**config.mk**
```make
export PLATFORM = sky130hd
export DESIGN_NAME = string_top
export DESIGN_NICKNAME = d
export VERILOG_FILES = /design/src/rtl/string_top.sv
export SDC_FILE = /design/constraint.sdc
export NUM_CORES = 1
export LEC_CHECK = 0
export ABC_AREA = 1
export CAP_MARGIN = 30
export CORE_AREA = 3 3 40 42
export CTS_BUF_LIST = sky130_fd_sc_hd__clkbuf_4 sky130_fd_sc_hd__clkbuf_8
export DETAILED_ROUTE_END_ITERATION = 10
export DIE_AREA = 0 0 43 45
export GPL_TIMING_DRIVEN = 0
export HOLD_SLACK_MARGIN = 0.02
export PLACE_DENSITY = 0.39
export SLEW_MARGIN = 25
export SYNTH_ARGS = -nofsm -noshare
export SYNTH_HDL_FRONTEND = slang
export SYNTH_SLANG_ARGS = --single-unit
```
**constraint.sdc**
```tcl
create_clock -name clk -period 1.45 [get_ports clk]
set_input_delay 0.145 -clock clk [delete_from_list [all_inputs] [get_ports clk]]
set_output_delay 0.145 -clock clk [all_outputs]
set_load 0.01 [all_outputs]
```
**src/rtl/string_top.sv**
```systemverilog
// Moore detector for the symbol pattern 11,11,01,11 on sym = {a,b} while start is high.
// Define STRING_TOP_OVERLAP_EN to let a trailing 11 seed the next match.
module string_top (
  input  logic clk,
  input  logic reset,
  input  logic start,
  input  logic a,
  input  logic b,
  output logic y_val
);

  localparam int unsigned SYM_W = 2;

  typedef enum logic [2:0] {
    IDLE  = 3'd0,
    G1    = 3'd1,
    G2    = 3'd2,
    G3    = 3'd3,
    MATCH = 3'd4
  } state_e;

  state_e             state_q, state_d;
  logic               y_val_q, y_val_d;
  logic [SYM_W-1:0]   sym;

  assign sym   = {a, b};
  assign y_val = y_val_q;

  // State and match-flag registers; reset wins over every other input.
  always_ff @(posedge clk) begin
    if (!reset) begin
      state_q <= IDLE;
      y_val_q <= 1'b0;
    end else begin
      state_q <= state_d;
      y_val_q <= y_val_d;
    end
  end

  // Next-state logic; flag is computed from the next state so it tracks MATCH exactly.
  always_comb begin
    state_d = IDLE;
    y_val_d = 1'b0;
    if (start) begin
      unique case (state_q)
        IDLE:  state_d = (sym == 2'b11) ? G1 : IDLE;
        G1:    state_d = (sym == 2'b11) ? G2 : IDLE;
        G2: begin
          if (sym == 2'b01)      state_d = G3;
          else if (sym == 2'b11) state_d = G2;
          else                   state_d = IDLE;
        end
        G3:    state_d = (sym == 2'b11) ? MATCH : IDLE;
`ifdef STRING_TOP_OVERLAP_EN
        MATCH: state_d = (sym == 2'b11) ? G2 : IDLE;
`else
        MATCH: state_d = (sym == 2'b11) ? G1 : IDLE;
`endif
        default: state_d = IDLE;
      endcase
    end
    y_val_d = (state_d == MATCH);
  end

endmodule

```
==> run metrics <==
worst slew pin tran 0.1419 ns; CP max stage cell clkdlybuf4s50_1; Tot Pwr 0.2670 mW; cts hold-fix bufs 0; routed vias 172; diode count 0; CTS Buf Count 3; CTS tree yes; Worst Path Required 1.31 ns; worst setup path endpoint y_val; crit end category output pin; CTS resizes 0; Worst R2R Path Depth 6; Final Hold Viols 0; die area 1935 µm²; Buffers & Inverters on Critical Path 1; setup_tns 0 ns; Finished Layout Cells 50; Seq/Total Area, Yosys 43.54%; Util after Layout 21.42%; total track usage 4.829%; Max-Cap Viols 0; stages on the worst setup path 1; post-route minimum period 1.195 ns; final WL 323 µm; critical path startpoint category register; antenna-violating nets left 0; Syn Std Cell Area 183.9 µm²; # DRC 0; Die W 43 µm; commonest cells after routing, fill and taps aside nand2_1, inv_1, clkdlybuf4s50_1; vias in the first global route 180; First-pass DRT Iterations 3; Cell Rows 13; IO Port Bufs 5; Post-Synthesis Cells 27; core area 1285 µm²; Worst Hold Class in -> reg; Final nets 42; Slew Viols, Final 0; DP Area 252.7 µm²; Vias/cell 3.440; Cell Count Post-Placement 47; die span in y 45 µm; I/O pin total 6; GP Congestion 0.6376; Peak VDD IR 0.0005080 V; dpl hpwl 288 µm; TritonCTS sink count 4; Lkg Pwr 0.1221 nW; yosys warns 0; clock-pin slew on the worst setup and hold paths 0.04 ns; CP top delay family buffers and inverters; Critical Path AT 1.05 ns; most common cell after layout, fill and taps aside nand2_1; r2r endpoint state_q[0]; largest fanout on the critical path 1; R2R setup slack 0.66 ns; relative slew slack 90.46%; post-route cell area 275.3 µm²; gr ovfl total 0; fin crit share 82.38%; syn nets 32; slowest cell delay on critical path 0.52 ns; Netlist cell types 9; synthesized area per cell 6.812 µm²; Final Setup Violations 0; initial antenna violation count 0; pwr/cell area 970.0 nW/µm²; clk_lat worst skew 0.23 ns; Fmax achieved 837.2 MHz; share of layout cells above drive strength 1 17.14%; RSZ-0062 raised after global routing false; Initial DRC Count 2; pin count of the biggest net entering global routing 4; clk_skew 0.003750 ns; Initial Utilization 14.31%; RR Startpoint state_q[1]; H-Tree Depth 1; Seq cells post-synth 4; first-pass GRT wire length 614 µm; Fillers 150; Post-CTS Repair Setup Buffers 0; status finished clean; P&R area growth vs syn 49.66%; DR WL/cell 6.460 µm; CTS Buffer Depth 2; Worst Setup SP y_val; Root Driver clkbuf_4; crit path kind reg -> out; crit-path cells clkdlybuf4s50_1
-- registers in the layout, summed over array words and instances, names as in the netlist --
name and cells:
state_q 3, y_val 1
-- stage by stage --
stage	setup WS [ns]	hold slack, ns
after floorplan	0.7268	0.2654
after global placement	0.3453	0.5130
after detailed placement	0.3453	0.5154
after CTS	0.2384	0.4989
after global routing	0.2091	0.5209
final	0.2555	0.5054
-- routing by layer --
layer	GRT usage, %	routed length (µm)
met4	1.807	0
met5	0	0
met2	6.587	147
met3	5.976	17
met1	4.337	158
-- worst min-delay path by stage --
stage | slack, ns | to | cells after the start | startpoint
after global routing | 0.52 | state_q[0] | 3 | reset
after global placement | 0.51 | state_q[2] | 2 | state_q[0]
after CTS | 0.50 | state_q[0] | 3 | start
final | 0.51 | state_q[0] | 3 | reset
after floorplan | 0.27 | state_q[1] | 2 | start
after detailed placement | 0.52 | state_q[2] | 2 | state_q[0]
-- cells by family after synthesis --
group | share of synthesized area, %
and+or+nand+nor | 44.22
buffers and inverters | 12.24
DFF | 43.54
-- final cells by class --
cell class                      count  area (µm²)  area share (%)
Multi-Input combinational cell     17       81.33           29.55
Inverter                            6       22.52           8.182
Timing Repair Buffer                5       50.05           18.18
Clock buffer                        3       22.52           8.182
Sequential cell                     4       80.08           29.09
Tap cell                           15       18.77           6.818
-- cells in the mapped netlist --
cell type | n | area share [%]
dfxtp_1 | 4 | 44
inv_1 | 5 | 10
inv_2 | 1 | 2.0
nand2_1 | 6 | 12
nand3_1 | 4 | 11
nor2_1 | 3 | 6.1
nor2_2 | 1 | 3.4
nor2_4 | 1 | 6.1
nor3_1 | 2 | 5.4
-- power by group --
group	internal (mW)	switching, mW
registers	0.112	0.000722
logic	0.0127	0.00906
clock network	0.0922	0.0408
-- worst min-delay path, stage by stage --
cell	delay [ns]
clkdlybuf4s50_1	0.42
inv_1	0.08
nor2_1	0.04
Note: power is estimated with default switching activity, not from simulation.
==> edit (same flow settings) <==
Add a define of `STRING_TOP_OVERLAP_EN`.
--- a/src/rtl/string_top.sv
+++ b/src/rtl/string_top.sv
@@ -2,2 +2,4 @@
 // Define STRING_TOP_OVERLAP_EN to let a trailing 11 seed the next match.
+`define STRING_TOP_OVERLAP_EN
+
 module string_top (
Function: changed (Yosys sat finds a counterexample within 10 cycles, from zero or initial values and one cycle with reset low).
==> edit against the original RTL <==
Area after synthesis grew 14%. First-iteration DRC count grew to 2.5 times the old value. Non-clock buffer count is the same. Sequential cell count is the same. Core utilization grew 1.9 points. Wire length grew 18%. Clock power grew 3%. Combinational power grew 11%. Count of clock-buffer cells in the layout is the same. Design area grew 9.1%. Setup slack lost 5.7 ps. Highest routed layer unchanged. Power grew 2.3%.
==> edit: results (changes against the original RTL) <==
fill count 149 (-0.67%); non-clock buffer area fraction after layout 16.7% (-1.5 points); WL final 381 um (+18%); sequential share of cell area 26.7% (-2.4 points); fin nets 47 (+12%); Yosys cell types 11 (+2); Mapped Nets 37 (+16%); largest net degree at the start of global routing 5 (+1); Worst-Margin Slew 164 ps (+22.5 ps); top cells by area, synth dfxtp_1 38%, nand2_1 14%, inv_1 9.0%; Peak VDD IR 0.000390 V (-23%); Clock-cell share 7.50% (-0.68 points); worst hold path class reg2reg; Commonest cells post-synth 8 x nand2_1, 5 x inv_1, 4 x dfxtp_1, 3 x nand3_1, 3 x nor2_1; mean post-synth cell area 6.53 um^2 (-4.1%); multi-input logic cell count 21 (+4); Seq/Total Area, Yosys 38.3% (-5.2 points); total placed instance area 278 um^2 (+9.9%); vias per cell 3.69 (+7.3%); WL/cell 6.93 um (+7.2%); placed insts 52 (+11%); DR pass1 iterations 2 (-1); DRT iter0 DRCs 5 (+3); run status finished clean; number of global-route vias before repair 192 (+6.7%); invs w/o clock 7 (+1); post-detail-place hpwl 312 um (+8.3%); clock skew 4.78 ps (+1.03 ps); multi-input logic portion of the cell area 34.2% (+4.6 points); GPL Wtd Cong 0.720 (+13%); first-pass GRT wire length 710 um (+16%); Global Route Usage Sum 5.75% (+0.92 points)
[edit: kinds of logic after synthesis]
family	count (synthesis)	share of synthesized area [%]
AOI/OAI and AO/OA	1	3.59
DFF	4	38.3
buffers and inverters	7	12.6
and+or+nand+nor	20	45.5
[edit: worst paths after layout]
check                         from                     to  slack [ps]  depth (start not counted)
max               y_val$_SDFF_PN0_                  y_val         250                          1
min          state_q[1]$_SDFF_PN0_       y_val$_SDFF_PN0_         490                          2
max reg2reg  state_q[2]$_SDFF_PN0_  state_q[1]$_SDFF_PN0_         610                          6
min reg2reg  state_q[1]$_SDFF_PN0_       y_val$_SDFF_PN0_         490                          2
[edit: where the power goes]
part | internal [uW] | switching (uW) | total [uW]
clock | 92.5 | 44.3 | 137
sequential | 111 | 0.864 | 112
combinational | 13.7 | 10.4 | 24.1
[edit: routing by layer]
metal	global-route usage (%)	share of wire (%)
met1	5.54	42
met2	6.59	44
met3	7.17	14
met4	3.61	0
met5	0	0
